[src/rtl/ifetch_queue_if.sv]
// Fetch-stage bus: redirect input, instruction-memory request/response, and decode hand-off.
interface ifetch_queue_if;
  logic        redirect_valid;
  logic [31:0] redirect_pc;
  logic        imem_req_valid;
  logic        imem_req_ready;
  logic [31:0] imem_req_addr;
  logic        imem_rsp_valid;
  logic [31:0] imem_rsp_data;
  logic        id_valid;
  logic        id_ready;
  logic [31:0] id_instr;
  logic [31:0] id_pc;

  // Environment view: branch resolution, instruction memory and decode.
  modport master (
    output redirect_valid, redirect_pc, imem_req_ready, imem_rsp_valid, imem_rsp_data, id_ready,
    input  imem_req_valid, imem_req_addr, id_valid, id_instr, id_pc
  );

  // Fetch-stage view.
  modport slave (
    input  redirect_valid, redirect_pc, imem_req_ready, imem_rsp_valid, imem_rsp_data, id_ready,
    output imem_req_valid, imem_req_addr, id_valid, id_instr, id_pc
  );
endinterface

[src/rtl/ifetch_queue.sv]
// Instruction fetch stage: owns the fetch PC, keeps an in-order queue of outstanding and
// returned fetches, delivers them to decode in program order and squashes wrong-path data.
module ifetch_queue #(
  parameter logic [31:0] RESET_PC = 32'h0000_0000,
  parameter int unsigned DEPTH    = 4
) (
  input logic           clk,
  input logic           reset,
  ifetch_queue_if.slave bus
);
  localparam int unsigned PW = $clog2(DEPTH);
  localparam int unsigned CW = $clog2(DEPTH + 1);
  localparam int unsigned SW = CW + 1;
  localparam logic [CW-1:0] DEPTH_C = CW'(DEPTH);

  logic [31:0]      pc_q, pc_d;
  logic [PW-1:0]    head_q, head_d;
  logic [PW-1:0]    tail_q, tail_d;
  logic [PW-1:0]    fill_q, fill_d;
  logic [CW-1:0]    cnt_q, cnt_d;
  logic [CW-1:0]    pend_q, pend_d;
  logic [CW-1:0]    drop_q, drop_d;
  logic [DEPTH-1:0] filled_q, filled_d;
  logic [31:0]      addr_mem  [DEPTH];
  logic [31:0]      instr_mem [DEPTH];

  logic          head_valid;
  logic          pop;
  logic          accept;
  logic          fill;
  logic [CW-1:0] live;
  logic [SW-1:0] stale;
  logic          unused_rpc;

  assign unused_rpc = ^bus.redirect_pc[1:0];

  // Handshake and delivery decode from the current queue state.
  assign head_valid         = (cnt_q != '0) && filled_q[head_q];
  assign pop                = head_valid && bus.id_ready;
  assign live               = cnt_q - CW'(pop);
  assign bus.imem_req_valid = !reset && !bus.redirect_valid && (drop_q == '0) && (live < DEPTH_C);
  assign accept             = bus.imem_req_valid && bus.imem_req_ready;
  assign fill               = bus.imem_rsp_valid && (drop_q == '0) && (pend_q != '0)
                              && !bus.redirect_valid;
  assign stale              = SW'(pend_q) + SW'(drop_q);

  assign bus.imem_req_addr = pc_q;
  assign bus.id_valid      = head_valid;
  assign bus.id_instr      = head_valid ? instr_mem[head_q] : 32'h0;
  assign bus.id_pc         = head_valid ? addr_mem[head_q]  : 32'h0;

  always_comb begin
    pc_d     = pc_q;
    head_d   = head_q;
    tail_d   = tail_q;
    fill_d   = fill_q;
    cnt_d    = cnt_q;
    pend_d   = pend_q;
    drop_d   = drop_q;
    filled_d = filled_q;
    if (bus.redirect_valid) begin
      pc_d     = {bus.redirect_pc[31:2], 2'b00};
      head_d   = '0;
      tail_d   = '0;
      fill_d   = '0;
      cnt_d    = '0;
      pend_d   = '0;
      filled_d = '0;
      // A response landing in the redirect cycle belongs to the squashed path.
      if (bus.imem_rsp_valid && (stale != '0)) drop_d = CW'(stale - SW'(1));
      else                                     drop_d = CW'(stale);
    end else begin
      if (accept) begin
        pc_d             = pc_q + 32'd4;
        tail_d           = tail_q + PW'(1);
        filled_d[tail_q] = 1'b0;
      end
      if (pop) head_d = head_q + PW'(1);
      if (fill) begin
        filled_d[fill_q] = 1'b1;
        fill_d           = fill_q + PW'(1);
      end
      if (bus.imem_rsp_valid && (drop_q != '0)) drop_d = drop_q - CW'(1);
      cnt_d  = cnt_q + CW'(accept) - CW'(pop);
      pend_d = pend_q + CW'(accept) - CW'(fill);
    end
  end

  always_ff @(posedge clk or posedge reset) begin
    if (reset) begin
      pc_q     <= RESET_PC;
      head_q   <= '0;
      tail_q   <= '0;
      fill_q   <= '0;
      cnt_q    <= '0;
      pend_q   <= '0;
      drop_q   <= '0;
      filled_q <= '0;
    end else begin
      pc_q     <= pc_d;
      head_q   <= head_d;
      tail_q   <= tail_d;
      fill_q   <= fill_d;
      cnt_q    <= cnt_d;
      pend_q   <= pend_d;
      drop_q   <= drop_d;
      filled_q <= filled_d;
    end
  end

  // Payload storage is reset-free: every read is qualified by the filled flags.
  always_ff @(posedge clk) begin
    if (accept) addr_mem[tail_q]  <= pc_q;
    if (fill)   instr_mem[fill_q] <= bus.imem_rsp_data;
  end
endmodule
[src/flat_wrapper.sv]
// flat-port wrapper written by rule: the top's interface ports become plain ports
module ifetch_queue_flat 
#(
  parameter logic [31:0] RESET_PC = 32'h0000_0000,
  parameter int unsigned DEPTH    = 4
)
  (clk, reset, bus_redirect_valid, bus_redirect_pc, bus_imem_req_ready, bus_imem_rsp_valid, bus_imem_rsp_data, bus_id_ready, bus_imem_req_valid, bus_imem_req_addr, bus_id_valid, bus_id_instr, bus_id_pc);
  ifetch_queue_if bus_i ();
  input logic clk;
  input logic reset;
  input wire logic [$bits(bus_i.redirect_valid)-1:0] bus_redirect_valid;
  input wire logic [$bits(bus_i.redirect_pc)-1:0] bus_redirect_pc;
  input wire logic [$bits(bus_i.imem_req_ready)-1:0] bus_imem_req_ready;
  input wire logic [$bits(bus_i.imem_rsp_valid)-1:0] bus_imem_rsp_valid;
  input wire logic [$bits(bus_i.imem_rsp_data)-1:0] bus_imem_rsp_data;
  input wire logic [$bits(bus_i.id_ready)-1:0] bus_id_ready;
  output wire logic [$bits(bus_i.imem_req_valid)-1:0] bus_imem_req_valid;
  output wire logic [$bits(bus_i.imem_req_addr)-1:0] bus_imem_req_addr;
  output wire logic [$bits(bus_i.id_valid)-1:0] bus_id_valid;
  output wire logic [$bits(bus_i.id_instr)-1:0] bus_id_instr;
  output wire logic [$bits(bus_i.id_pc)-1:0] bus_id_pc;
  assign bus_i.redirect_valid = bus_redirect_valid;
  assign bus_i.redirect_pc = bus_redirect_pc;
  assign bus_i.imem_req_ready = bus_imem_req_ready;
  assign bus_i.imem_rsp_valid = bus_imem_rsp_valid;
  assign bus_i.imem_rsp_data = bus_imem_rsp_data;
  assign bus_i.id_ready = bus_id_ready;
  assign bus_imem_req_valid = bus_i.imem_req_valid;
  assign bus_imem_req_addr = bus_i.imem_req_addr;
  assign bus_id_valid = bus_i.id_valid;
  assign bus_id_instr = bus_i.id_instr;
  assign bus_id_pc = bus_i.id_pc;
  ifetch_queue #(.RESET_PC(RESET_PC), .DEPTH(DEPTH)) u_core (.clk(clk), .reset(reset), .bus(bus_i));
endmodule
[config.mk]
export PLATFORM = sky130hd
export DESIGN_NAME = ifetch_queue_flat
export DESIGN_NICKNAME = d
export VERILOG_FILES = /design/src/rtl/ifetch_queue_if.sv /design/src/rtl/ifetch_queue.sv /design/src/flat_wrapper.sv
export SDC_FILE = /design/constraint.sdc
export NUM_CORES = 1
export LEC_CHECK = 0
export BUFFER_PORTS_ARGS = -buffer_cell sky130_fd_sc_hd__buf_2
export CAP_MARGIN = 15
export CORE_UTILIZATION = 50
export CTS_BUF_LIST = sky130_fd_sc_hd__clkbuf_4 sky130_fd_sc_hd__clkbuf_8 sky130_fd_sc_hd__clkbuf_16
export CTS_CLUSTER_DIAMETER = 50
export CTS_CLUSTER_SIZE = 16
export DETAILED_ROUTE_END_ITERATION = 10
export PLACE_DENSITY_LB_ADDON = 0.3
export SYNTH_ARGS = -nofsm -noshare
export SYNTH_HDL_FRONTEND = slang
export SYNTH_SLANG_ARGS = --single-unit
export TNS_END_PERCENT = 10
[constraint.sdc]
create_clock -name clk -period 11.5 [get_ports clk]
set_clock_uncertainty 0.2 [all_clocks]
set_input_delay 0 -clock clk [delete_from_list [all_inputs] [get_ports clk]]
set_output_delay 0 -clock clk [all_outputs]
set_load 0.1 [all_outputs]
==> metrics.cfg <==
[global_route]
antenna_found_initial = 1
first_global_vias = 7539
grt_max_degree = 65
grt_pass1_wl_mm = 41.6
grt_overflow = 0
grtUsageTotal = 0.214

[place]
post_dp_cell_area_mm2 = 0.0135
preCtsSetupSlack_ps = 6710
port_buffers = 161
finalWeightedCongestion = 0.785
dp_hpwl_mm = 15.3

[finish]
stdcell_area_mm2 = 0.0155
fillers = 1772
utilization = 0.636
nets = 1079
drive_gt1_frac = 0.306
area_delta_synth_final_pct = 24.9

[timing]
rsz0062_at_grt = false
hold_viol = 0
fin_crit_ps = 4720
maxSlewViolCount = 0
fmax_mhz = 212
final.period_utilization = 0.411
tns_ps = 0
worst_slew_pin_slew_ps = 1030
setup_viol_count_final = 0
slew_headroom = 0.310
fin_ws_ps = 6780

[critical_path]
cp_max_fo = 30
cp_data_arrival_time_ps = 4950
required_ps = 11730
critPathKind = reg2reg
crit_path_start_kind = flip-flop
cp-end-kind = flip-flop
reg2regPathDepth = 12
worst-r2r-setup-slack_ps = 6780

[cts]
holdBufCountCts = 100
cts.root.buffer_cell = clkbuf_16
postCtsSetupBuffers = 0
cts_tree = built
h-tree-depth = 1
cts_resized = 0
cts_buffers = 29
clock_path_buffers = 3
clkTransAtPathRegs_ps = 70
clock_latency_ps = 540
cts_sinks = 297

[floorplan]
die-area_mm2 = 0.0254
std_cell_rows = 57
initial_core_util = 0.509
die_h_um = 159
die_w_um = 159
io_pins = 168
core_region_area_mm2 = 0.0243

[synthesis]
syn-cell-area_mm2 = 0.0124
syn_avg_cell_area_um2 = 17.2
yosysSeqAreaShare = 0.701
syn_inst = 718
ys_seq_elements = 297
ys_types = 48
yosysWarningCount = 0

[drt]
via_count = 7216
drt_wl_total_mm = 26.6
detail_route.first_pass.iterations = 5
ant_nets = 0
drcViolationCount = 0
viasPerCell = 5.41
drtIter0Drc = 460
wl_per_cell_um = 19.9

[job]
max_cap_violations = 0

[hold_path]
hold_path_class = in2async

[power_and_ir_drop]
p_leak_nw = 5.72
ir_drop_v = 0.000116
fin_total_pwr_mw = 2.38
power.density_mw_per_mm2 = 154

[run_status]
status = completed

## layer usage
metal,wire length (um),vias to the layer above,global-route usage
met2,13300,257,0.358
li1,-,3292,-
met5,0,-,0
met4,640,0,0.0717
met1,11100,3621,0.288
met3,1530,46,0.0339
## cells in the final DEF, fill, tap and decap left out, drive strengths merged, types with 5 or more instances in the layout
| master | instances |
|---|---|
| a21oi | 6 |
| dfrtp | 49 |
| nor3 | 6 |
| nand4 | 10 |
| and2 | 65 |
| nor4 | 8 |
| nand2 | 42 |
| and3 | 7 |
| edfxtp | 248 |
| inv | 31 |
| clkinv | 8 |
| xnor2 | 23 |
| buf | 171 |
| clkbuf | 34 |
| nand3 | 15 |
| nor2 | 18 |
| mux4 | 63 |
| ha | 20 |
| dlygate4sd3 | 100 |
| xor2 | 12 |
| o21ai | 22 |
| a31o | 5 |
| o211ai | 6 |
## metrics by stage
step	cells	hold slack (ps)
after floorplan	721	-101
after global placement	1179	9.94
after detailed placement	1179	14.4
after CTS	1332	1.14
after global routing	1333	4.17
final	1333	7.79
## path summary, 6_finish.rpt
| path | from | endpoint |
|---|---|---|
| worst min register to register | u_core.filled_q[3] | u_core.filled_q[3] |
| worst min-delay path | reset | u_core.bus.imem_req_addr[20] |
| worst max-delay path | u_core.head_q[0] | u_core.bus.imem_req_addr[20] |
| min in group clk | bus_imem_rsp_data[30] | u_core.instr_mem[3][30] |
| worst max register to register | u_core.head_q[0] | u_core.bus.imem_req_addr[20] |
| max in group asynchronous | reset | u_core.head_q[0] |
## worst max-delay path, stage by stage, from the launching register on
cell	delay, ps
dfrtp_4	820
mux4_2	590
o31a_2	130
and2_1	180
ha_1	220
ha_1	200
xor2_1	150
buf_4	190
nor2_1	800
nand3_1	230
xnor2_1	230
o21ai_0	80
dlygate4sd3_1	590
## area by class of cell
type                       instances  area (um2)  area share
sequential                       297        8680       0.561
multi-input combinational        363        3460       0.224
timing repair buffer             271        1880       0.122
clock buffer                      34         781      0.0505
tap                              324         405      0.0262
clock inverter                    19         163      0.0105
inverter                          24        90.1     0.00583
antenna                            1        2.50    0.000162
## cell usage after synthesis, drive strengths merged
master   instances  area, um2
nand4bb          1       11.3
dfrtp           49       1230
and3             7       43.8
clkbuf          22       82.6
fa               3       60.1
mux2             3       33.8
o211ai           6       45.0
ha              20        250
or3              1       6.26
buf             15       88.8
nor4             8       71.3
nand4           10       68.8
o21ai           22        110
a221o            1       10.0
nand2b           1       6.26
inv             24       90.1
or4              1       11.3
nor3             6       40.0
mux2i            2       20.0
nand4b           2       17.5
nor4b            2       17.5
o31a             1       8.76
a221oi           1       8.76
o31ai            1       7.51
xnor2           23        201
a31o             5       43.8
mux4            63       1420
nor2            18       67.6
nand2           42        158
nor2b            3       18.8
nand3           15       75.1
or4b             1       10.0
and2            65        407
nor3b            1       7.51
edfxtp         248       7450
a21oi            6       30.0
xor2            12        105
o311ai           4       35.0
a21o             2       15.0
conb             1       3.75
## logic make-up after synthesis
kind of cell / share of synthesized area
compound gates: 0.0254
xor+xnor: 0.0248
other cells: 0.000303
simple gates: 0.0838
mux: 0.119
flops: 0.701
buf+inv: 0.0211
fa+ha+maj: 0.0251
## state kept, by name, indices dropped and copies added (netlist names), 3 cells and up
signal,count
u_core.instr_mem,128
u_core.filled_q,4
u_core.cnt_q,3
u_core.addr_mem,120
u_core.pend_q,3
u_core.drop_q,3
u_core.bus.imem_req_addr,30
## where the power goes
group          internal (mW)  switching (mW)  total (mW)
logic                 0.0816           0.154       0.235
clock network          0.501           0.415       0.916
registers               1.19          0.0333        1.23
Power figures use the tool's default switching activity.
